$ cat src/rtl/riscv_mmio_pkg.sv
// riscv_mmio_pkg
// Shared MMIO definitions for the Riscv151 memory-mapped I/O block.
// Holds the register offsets (addr[7:0]), STATUS bit positions, counter
// indices and a helper that assembles the STATUS word. The CPU top and the
// software headers take their offsets from here.
package riscv_mmio_pkg;

    // Register offsets within the MMIO region (only addr[7:0] is decoded)
    localparam logic [7:0] MMIO_STATUS  = 8'h00;
    localparam logic [7:0] MMIO_RX_DATA = 8'h04;
    localparam logic [7:0] MMIO_TX_DATA = 8'h08;
    localparam logic [7:0] MMIO_CYCLE   = 8'h10;
    localparam logic [7:0] MMIO_INSTRET = 8'h14;
    localparam logic [7:0] MMIO_CNT_RST = 8'h18;

    // STATUS bit positions
    localparam int STATUS_TX_NOT_FULL  = 0;
    localparam int STATUS_RX_NOT_EMPTY = 1;
    localparam int STATUS_RX_OCC_LSB   = 8;
    localparam int STATUS_TX_OCC_LSB   = 16;
    localparam int STATUS_OCC_WIDTH    = 8;

    // Counter bank indices
    localparam int CNT_CYCLE   = 0;
    localparam int CNT_INSTRET = 1;
    localparam int NUM_CNT     = 2;

    // Assemble the STATUS word; unlisted bits stay 0.
    function automatic logic [31:0] pack_status(
        input logic       tx_not_full,
        input logic       rx_not_empty,
        input logic [7:0] rx_occ,
        input logic [7:0] tx_occ
    );
        logic [31:0] w;
        w = '0;
        w[STATUS_TX_NOT_FULL]                            = tx_not_full;
        w[STATUS_RX_NOT_EMPTY]                           = rx_not_empty;
        w[STATUS_RX_OCC_LSB +: STATUS_OCC_WIDTH]         = rx_occ;
        w[STATUS_TX_OCC_LSB +: STATUS_OCC_WIDTH]         = tx_occ;
        return w;
    endfunction

endpackage

$ cat src/rtl/riscv_mmio_sync_fifo.sv
// sync_fifo
// Single-clock FIFO with combinational head output.
// Ports:
//   clk, rst      clock, synchronous active-high reset (pointers/count only)
//   push, din     write request and data; ignored while full
//   pop           read request; ignored while empty
//   dout          current head entry (combinational)
//   full, empty   status flags
//   count         occupancy, 0..DEPTH
// DEPTH must be a power of two so the pointers wrap naturally.
module sync_fifo #(
    parameter int WIDTH = 8,
    parameter int DEPTH = 8
) (
    input  logic                     clk,
    input  logic                     rst,
    input  logic                     push,
    input  logic                     pop,
    input  logic [WIDTH-1:0]         din,
    output logic [WIDTH-1:0]         dout,
    output logic                     full,
    output logic                     empty,
    output logic [$clog2(DEPTH):0]   count
);
    localparam int AW = $clog2(DEPTH);

    logic [WIDTH-1:0] mem [DEPTH];
    logic [AW-1:0]    wr_ptr_reg;
    logic [AW-1:0]    rd_ptr_reg;
    logic [AW:0]      count_reg;
    logic             do_push;
    logic             do_pop;

    // Full/empty gating applies to each side independently, so a pop on a
    // full FIFO still happens while the concurrent push is dropped.
    assign do_push = push & ~full;
    assign do_pop  = pop & ~empty;

    assign full  = (count_reg == (AW + 1)'(DEPTH));
    assign empty = (count_reg == '0);
    assign count = count_reg;
    assign dout  = mem[rd_ptr_reg];

    // Data storage is deliberately left out of reset.
    always_ff @(posedge clk) begin
        if (do_push) begin
            mem[wr_ptr_reg] <= din;
        end
    end

    always_ff @(posedge clk) begin
        if (rst) begin
            wr_ptr_reg <= '0;
            rd_ptr_reg <= '0;
            count_reg  <= '0;
        end else begin
            if (do_push) begin
                wr_ptr_reg <= wr_ptr_reg + AW'(1);
            end
            if (do_pop) begin
                rd_ptr_reg <= rd_ptr_reg + AW'(1);
            end
            case ({do_push, do_pop})
                2'b10:   count_reg <= count_reg + (AW + 1)'(1);
                2'b01:   count_reg <= count_reg - (AW + 1)'(1);
                default: count_reg <= count_reg;
            endcase
        end
    end

endmodule

$ cat src/rtl/riscv_mmio.sv
// riscv_mmio
// Memory-mapped I/O controller for the Riscv151 pipeline. Decodes the MMIO
// region from the execute-stage address, buffers UART RX/TX bytes in FIFOs
// and exposes cycle / retired-instruction counters. Read data is registered
// (one-cycle latency, like dmem and bios).
// Ports:
//   clk, rst                       clock, synchronous active-high reset
//   addr, wdata, we, re            execute-stage bus (byte address, store data, strobes)
//   inst_retired                   one pulse per retired instruction
//   rdata                          load data, valid the cycle after re (0 otherwise)
//   uart_rx_data/valid/ready       byte stream from the UART receiver
//   uart_tx_data/valid/ready       byte stream to the UART transmitter
module riscv_mmio
    import riscv_mmio_pkg::*;
#(
    parameter int         RX_DEPTH    = 8,
    parameter int         TX_DEPTH    = 8,
    parameter int         CNT_WIDTH   = 32,
    parameter logic [3:0] MMIO_NIBBLE = 4'h8
) (
    input  logic        clk,
    input  logic        rst,
    input  logic [31:0] addr,
    input  logic [31:0] wdata,
    input  logic        we,
    input  logic        re,
    input  logic        inst_retired,
    output logic [31:0] rdata,
    input  logic [7:0]  uart_rx_data,
    input  logic        uart_rx_valid,
    output logic        uart_rx_ready,
    output logic [7:0]  uart_tx_data,
    output logic        uart_tx_valid,
    input  logic        uart_tx_ready
);
    localparam int RX_CW = $clog2(RX_DEPTH) + 1;
    localparam int TX_CW = $clog2(TX_DEPTH) + 1;

    logic [7:0]  off;
    logic        sel;
    logic        wr_en;
    logic        rd_en;
    logic        cnt_clr;
    logic        rx_pop;
    logic        tx_push;

    logic [7:0]       rx_dout;
    logic             rx_full;
    logic             rx_empty;
    logic [RX_CW-1:0] rx_count;
    logic [7:0]       tx_dout;
    logic             tx_full;
    logic             tx_empty;
    logic [TX_CW-1:0] tx_count;

    logic [CNT_WIDTH-1:0] cnt_reg [NUM_CNT];
    logic [NUM_CNT-1:0]   cnt_inc;

    logic [31:0] status_word;
    logic [31:0] rd_mux;
    logic [31:0] rdata_reg;
    logic [31:0] rdata_next;

    logic unused_bits;
    assign unused_bits = ^{addr[27:8], wdata[31:8]};

    // Address decode. A simultaneous we/re is treated as a write only.
    assign sel     = (addr[31:28] == MMIO_NIBBLE);
    assign off     = addr[7:0];
    assign wr_en   = sel & we;
    assign rd_en   = sel & re & ~we;
    assign cnt_clr = wr_en & (off == MMIO_CNT_RST);
    assign rx_pop  = rd_en & (off == MMIO_RX_DATA);
    assign tx_push = wr_en & (off == MMIO_TX_DATA);

    sync_fifo #(.WIDTH(8), .DEPTH(RX_DEPTH)) u_rx_fifo (
        .clk   (clk),
        .rst   (rst),
        .push  (uart_rx_valid),
        .pop   (rx_pop),
        .din   (uart_rx_data),
        .dout  (rx_dout),
        .full  (rx_full),
        .empty (rx_empty),
        .count (rx_count)
    );

    sync_fifo #(.WIDTH(8), .DEPTH(TX_DEPTH)) u_tx_fifo (
        .clk   (clk),
        .rst   (rst),
        .push  (tx_push),
        .pop   (uart_tx_ready),
        .din   (wdata[7:0]),
        .dout  (tx_dout),
        .full  (tx_full),
        .empty (tx_empty),
        .count (tx_count)
    );

    assign uart_rx_ready = ~rx_full;
    assign uart_tx_valid = ~tx_empty;
    // Mask the head while empty so the un-reset storage never leaks out.
    assign uart_tx_data  = tx_empty ? 8'h00 : tx_dout;

    // Counter bank: CYCLE always counts, INSTRET on retire pulses.
    // A CNT_RST write overrides any same-cycle increment.
    assign cnt_inc[CNT_CYCLE]   = 1'b1;
    assign cnt_inc[CNT_INSTRET] = inst_retired;

    for (genvar gi = 0; gi < NUM_CNT; gi++) begin : g_cnt
        always_ff @(posedge clk) begin
            if (rst || cnt_clr) begin
                cnt_reg[gi] <= '0;
            end else if (cnt_inc[gi]) begin
                cnt_reg[gi] <= cnt_reg[gi] + CNT_WIDTH'(1);
            end
        end
    end

    // STATUS sees pre-edge occupancy because it samples the FIFO counts
    // combinationally in the read cycle.
    assign status_word = pack_status(~tx_full, ~rx_empty,
                                     8'(rx_count), 8'(tx_count));

    always_comb begin
        rd_mux = '0;
        case (off)
            MMIO_STATUS:  rd_mux = status_word;
            MMIO_RX_DATA: rd_mux = rx_empty ? 32'h0 : {24'h0, rx_dout};
            MMIO_CYCLE:   rd_mux = 32'(cnt_reg[CNT_CYCLE]);
            MMIO_INSTRET: rd_mux = 32'(cnt_reg[CNT_INSTRET]);
            default:      rd_mux = '0;
        endcase
        rdata_next = rd_en ? rd_mux : 32'h0;
    end

    always_ff @(posedge clk) begin
        if (rst) begin
            rdata_reg <= '0;
        end else begin
            rdata_reg <= rdata_next;
        end
    end

    assign rdata = rdata_reg;

endmodule

$ cat config.mk
export PLATFORM = sky130hd
export DESIGN_NAME = riscv_mmio
export DESIGN_NICKNAME = d
export VERILOG_FILES = /design/src/rtl/riscv_mmio_pkg.sv /design/src/rtl/riscv_mmio_sync_fifo.sv /design/src/rtl/riscv_mmio.sv
export SDC_FILE = /design/constraint.sdc
export NUM_CORES = 1
export LEC_CHECK = 0
export BUFFER_PORTS_ARGS = -buffer_cell sky130_fd_sc_hd__buf_2
export CORE_ASPECT_RATIO = 0.7
export CORE_MARGIN = 4
export CORE_UTILIZATION = 35
export DETAILED_ROUTE_END_ITERATION = 10
export PLACE_DENSITY = 0.58
export SLEW_MARGIN = 20
export SYNTH_ARGS = -nofsm -noshare
export SYNTH_HDL_FRONTEND = slang
export SYNTH_SLANG_ARGS = --single-unit
$ cat constraint.sdc
create_clock -name clk -period 3.4 [get_ports clk]
set_clock_uncertainty 0.15 [all_clocks]
set_input_delay 0.17 -clock clk [delete_from_list [all_inputs] [get_ports clk]]
set_output_delay 0.17 -clock clk [all_outputs]
set_load 0.02 [all_outputs]
Yosys cells after proc, flatten, opt, wreduce, memory -nomap -nowiden
Memories as Yosys holds them, arrays and structs flattened. A register that Yosys moved wholly into a read port is not among the register bits. Cells that the tools add are included.

Register bits: 52. Memory bits (writable): 192. Input port bits: 79. Output and inout bits: 42. Logic and storage cells: 78. Memories kept: 3.

Add/subtract/negate cells: 10. Equality and inequality tests: 12. Mux-type cells: 21. Bitwise operators: 18. Reduce and logical (&&, ||, !) cells: 7.

Memories: cnt_reg (depth 2, width 32, read ports 2, clocked after Yosys merged registers in 0, wr ports 2, line riscv_mmio.sv:56) `logic [CNT_WIDTH-1:0] cnt_reg [NUM_CNT];`; u_rx_fifo.mem (depth 8, width 8, read ports 1, clocked after Yosys merged registers in 1, wr ports 1, line riscv_mmio_sync_fifo.sv:27) `logic [WIDTH-1:0] mem [DEPTH];`; u_tx_fifo.mem (depth 8, width 8, read ports 1, clocked after Yosys merged registers in 1, wr ports 1, line riscv_mmio_sync_fifo.sv:27).

Operator list (count): one-hot mux 32 bit (4 select lines) (1); adder 32 x 1 -> 32 bit (second input constant) (2); two-way mux 32 bit (2); == test 8 x 5 -> 1 bit (second input constant) (3); two-way mux 8 bit (2); one-hot mux 4 bit (2 select lines) (2); adder 3 x 1 -> 3 bit (second input constant) (4); == test 4 bit (second input constant) (3); two-way mux 3 bit (4); bitwise AND 1 bit (10); two-way mux 1 bit (10); adder 4 x 1 -> 4 bit (second input constant) (2); == test 8 x 3 -> 1 bit (second input constant) (1); == test 8 x 4 -> 1 bit (second input constant) (1); logical NOT 4 bit (2); logical NOT 8 bit (1); subtractor 4 x 1 -> 4 bit (second input constant) (2); NOT 1 bit (6); == test 2 x 1 -> 1 bit (second input constant) (2); == test 2 bit (second input constant) (2); nonzero test 2 bit (2); OR 1 bit (2); OR reduction 2 bit (1); logical OR 1 bit (1).

Depth between registers and ports, before layout
Depth in word-level cells: 7. Gate-level depth with buffers: 12. Mapped depth without buffers: 10.

Modules after synthesis
A second synthesis with hierarchy kept.

Cell total of the unflattened synthesis: 834. Area, all modules: 10968.0 um2.

By module, submodules not included: sync_fifo (times used 2, cells each 167, area each 3150.5 um2, sequential area each 2182.1 um2); riscv_mmio (times used 1, cells each 500, area each 4667.0 um2, sequential area each 2242.2 um2).

Worst setup path after synthesis
No wires, ideal clock.

Kind: reg-to-reg. From: reg u_tx_fifo.count_reg[0] (netlist: u_tx_fifo.count[0]). To: reg u_tx_fifo.count_reg[2] (netlist: u_tx_fifo.count[2]). Setup time: 70 ps. Arrival: 2826 ps. Required time: 3180 ps. Slack: 354 ps. Cell stages (with the launch flop): 13. Path buffers: 2. Clock period less this slack: 3046 ps. Path through: dfxtp_1 clkbuf_1 nor4_2 inv_1 and2_1 clkbuf_1 ha_1 xor2_1 ha_1 a21oi_1 xor2_1 or3_1 a21oi_1.

Cells in the longest elaborated chain, start to end: 5. Elaborated cells between the ends (all ways): 12. Classes of those cells: add/sub (2); eq/ne (3); mux (1); bitwise (4); reduce/logical (2).

RTL lines: start: declaration (line riscv_mmio_sync_fifo.sv:30) `logic [AW:0] count_reg;`; start signal: assignment (line riscv_mmio_sync_fifo.sv:64) `2'b10: count_reg <= count_reg + (AW + 1)'(1);`; start signal: assignment (line riscv_mmio_sync_fifo.sv:65) `2'b01: count_reg <= count_reg - (AW + 1)'(1);`; start signal: assignment (line riscv_mmio_sync_fifo.sv:66) `default: count_reg <= count_reg;`; logical NOT 4 bit * (line riscv_mmio_sync_fifo.sv:40) `assign empty = (count_reg == '0);`; NOT 1 bit *; net uart_tx_valid (line riscv_mmio.sv:33) `output logic uart_tx_valid,`; bitwise AND 1 bit * (line riscv_mmio_sync_fifo.sv:37) `assign do_pop = pop & ~empty;`; == test 2 x 1 -> 1 bit or == test 2 bit (tied branches) (line riscv_mmio_sync_fifo.sv:63) `case ({do_push, do_pop})`; one-hot mux 4 bit (2 select lines) or nonzero test 2 bit (tied branches).

Mark *: on every way through the listed nets, which the timed path passes. The rest lies on a longest branch. A chain may end at the register's enable or synchronous reset.

Worst setup path after layout
From: in addr[3]. To: reg u_rx_fifo.count_reg[2] (netlist: u_rx_fifo.count[2]).

Cells in the longest elaborated chain, start to end: 5. Elaborated cells between the ends (all ways): 7. Classes of those cells: eq/ne (3); mux (1); bitwise (2); reduce/logical (1).

RTL lines: start: declaration (line riscv_mmio.sv:23) `input logic [31:0] addr,`; == test 8 x 3 -> 1 bit * (line riscv_mmio.sv:73) `assign rx_pop = rd_en & (off == MMIO_RX_DATA);`; bitwise AND 1 bit * (line riscv_mmio.sv:73); bitwise AND 1 bit * (line riscv_mmio_sync_fifo.sv:37); net u_rx_fifo.do_pop (line riscv_mmio_sync_fifo.sv:32) `logic do_pop;`; == test 2 x 1 -> 1 bit or == test 2 bit (tied branches) (line riscv_mmio_sync_fifo.sv:63); one-hot mux 4 bit (2 select lines) or nonzero test 2 bit (tied branches); end signal: assignment (line riscv_mmio_sync_fifo.sv:64); end signal: assignment (line riscv_mmio_sync_fifo.sv:65); end signal: assignment (line riscv_mmio_sync_fifo.sv:66); end: declaration (line riscv_mmio_sync_fifo.sv:30).

Marked as above.

==> metrics.txt <==
predominant post-synthesis flop cell=edfxtp_1; Pleak=roughly 4.3 nW; fmax=~330 MHz; Post-synth EDFFs=between 150 and 200; GP Congestion=roughly 0.8; largest net degree at the start of global routing=28; first-pass GRT wire length=~40 mm; total core area=around 0.03 mm2; Final Setup Violations=0; worst slew pin tran=just under 1 ns; DP Area=about 0.012 mm2; Total Die Area=0.03375 mm2; slew margin rel.=approximately a third; vias post-DR=around 7200; GRT Util Overall=14.66%; I/O Pins=roughly 120; largest area contributor in the netlist=edfxtp_1; Multi-input gate area=around 0.004 mm2; PwrDens=between 500 and 600 mW/mm2; global route total overflow=0; clock transition at the registers of the reported paths=0.06 ns; hold path start=addr[0]; final WL=roughly 25 mm; Diodes inserted=0; buffers plus inverters on the worst setup path=2; Worst path slowest cell=or4_4; startpoint types=input pin; Die Wd=217.9 um; Setup TNS Final=0 ns; CP cell instances=dlygate4sd3_1 > buf_2 > or3_1 > or4_4 > nor2_1 > ha_1 > xor2_1 > ha_1 > a21oi_1 > xor2_1 > or3_1 > a21oi_1; #FFs+latches synth=250; CP max FO=7; HPWL Detailed=about 17 mm; synthesis-to-finish area growth=19.51%; number of I/O port buffers=76; initial antenna violation count=0; peak supply drop=0.0002928 V; period utilization=around 89%; Seq/Total Area, Yosys=around three fifths; CP Class=in -> reg; distinct cell type count after synthesis=47; hold bufs inserted after CTS=27; cell area after layout=around 0.013 mm2; Final Util=a little over two fifths; Worst-Skew Late Latency=between 0.5 and 0.6 ns; Syn Area/Cell=about 13 um2; postcts setup bufs=0; CTS Buffer Depth=3; Starting Density=between 30% and 40%; Hold Path Class=in -> reg; # nets final=roughly 1000; commonest non-fill, non-tap cell in the layout=edfxtp_1; Setup crit start=addr[3]; syn_nets=about 930; synth top area cells=edfxtp_1, dfxtp_1, mux4_2; unrepaired setup endpoints after global routing=false; CP endpoint kind=register; status=completed; post_cts resized=0; mapped cell area=0.01079 mm2; final worst slack=~0.38 ns; reg-to-reg critical path startpoint=u_tx_fifo.count[0]$_SDFFE_PP0P_; commonest cells after routing, fill and taps aside=edfxtp_1, dfxtp_1, nor2_1; worst stage delay on the critical path=between 0.5 and 0.6 ns; vias per cell=between 5 and 6; Gate Count Post-Synth=about 840; clk root buf=clkbuf_16; CTS tree=done; vias in the first global route=about 7000; drt first pass iters=5; CTS buffer count=25; Clock Sinks=250; Reg area=approximately 0.0066 mm2; Die H=around 150 um; worst path arrival time=approximately 3.3 ns; DRT iter0 DRCs=592; antenna-violating nets left=0; min cycle time layout=a little over 3 ns; Place WS=around 0.41 ns; drt drc=0; cell family with most CP delay=simple AND/OR/NAND/NOR gates; WP data required=~3.7 ns; Yosys top cell area share=44.52%; htree depth=1; Slew Limit Fails=0; Yosys Warn Count=0; number of fill cells=between 2000 and 3000; max cap viols=0; Post-synth ARST share=0%; Fin. Hold Viols=0; row count=53; layout cells sized above 1=between 20% and 30%; WL/cell=roughly 18 um
==> cells in the mapped netlist, types with 12 or more instances <==
cell	count
edfxtp_1	160
dfxtp_1	90
nor2_1	87
a21oi_1	41
clkbuf_1	36
nand2_1	35
mux2i_1	32
mux4_2	32
nand3_1	30
xor2_1	27
a22oi_1	24
or4_1	23
nand4_1	22
o31ai_1	20
nand2b_1	19
nor3_1	18
o21ai_0	15
or3_1	15
mux2_2	13
ha_1	12
==> where the power goes <==
group	switching [mW]	total, mW	internal, mW
logic	0.123	0.220	0.0964
clock network	1.16	2.91	1.75
registers	0.0568	3.34	3.28
==> worst register-to-register path, stage by stage, from the launching register on <==
cell	delay (ns)
dfxtp_1	0.40
nor4b_1	0.61
nor3_1	0.19
nand2_1	0.15
ha_1	0.25
xor2_1	0.18
ha_1	0.17
a21oi_1	0.05
xor2_1	0.16
or3_1	0.30
a21oi_1	0.15
==> metal layers <==
| layer | track usage, % | up-vias | routed length (um) |
|---|---|---|---|
| li1 | - | 3474 | - |
| met1 | 22.68 | 3568 | 12620 |
| met2 | 21.83 | 151 | 11100 |
| met3 | 2.519 | 36 | 1208 |
| met4 | 2.797 | 0 | 424 |
| met5 | 0 | - | 0 |
==> through the flow <==
step | power (mW) | hold WS [ns] | std cells
5_1_grt | 6.666 | 0.08709 | 1389
2_1_floorplan | 3.493 | 0.1189 | 843
4_1_cts | 6.531 | 0.03286 | 1389
3_5_place_dp | 3.597 | 0.2994 | 1316
3_3_place_gp | 3.593 | 0.2953 | 1316
6_report | 6.462 | 0.05531 | 1389
==> cell type report <==
type	instances	area share, %
clock inverters	8	0.9507
repair buffers	135	7.004
inverters	8	0.2328
multi-input cells	538	30.80
flip-flops and latches	250	51.22
clock buffers	38	5.792
well taps	412	3.997
==> cell families after synthesis <==
kind of cell / share of synthesized area (%)
XOR/XNOR: 2.841
AO/OA/AOI/OAI: 6.562
multiplexers: 11.00
buffers and inverters: 2.029
adder cells (fa/ha/maj): 1.391
flip-flops: 61.22
AND/OR/NAND/NOR: 14.96
==> worst paths after layout <==
path / end / slack [ns] / cells after the start
worst max-delay path: u_rx_fifo.count[2]$_SDFFE_PP0P_ / 0.38 / 12
worst min-delay path: u_tx_fifo.wr_ptr_reg[2]$_SDFFE_PP0P_ / 0.06 / 5
worst max register to register: u_tx_fifo.count[2]$_SDFFE_PP0P_ / 0.58 / 10
worst min register to register: register / 0.35 / 2
No activity file was read; power rests on OpenSTA's default activity.
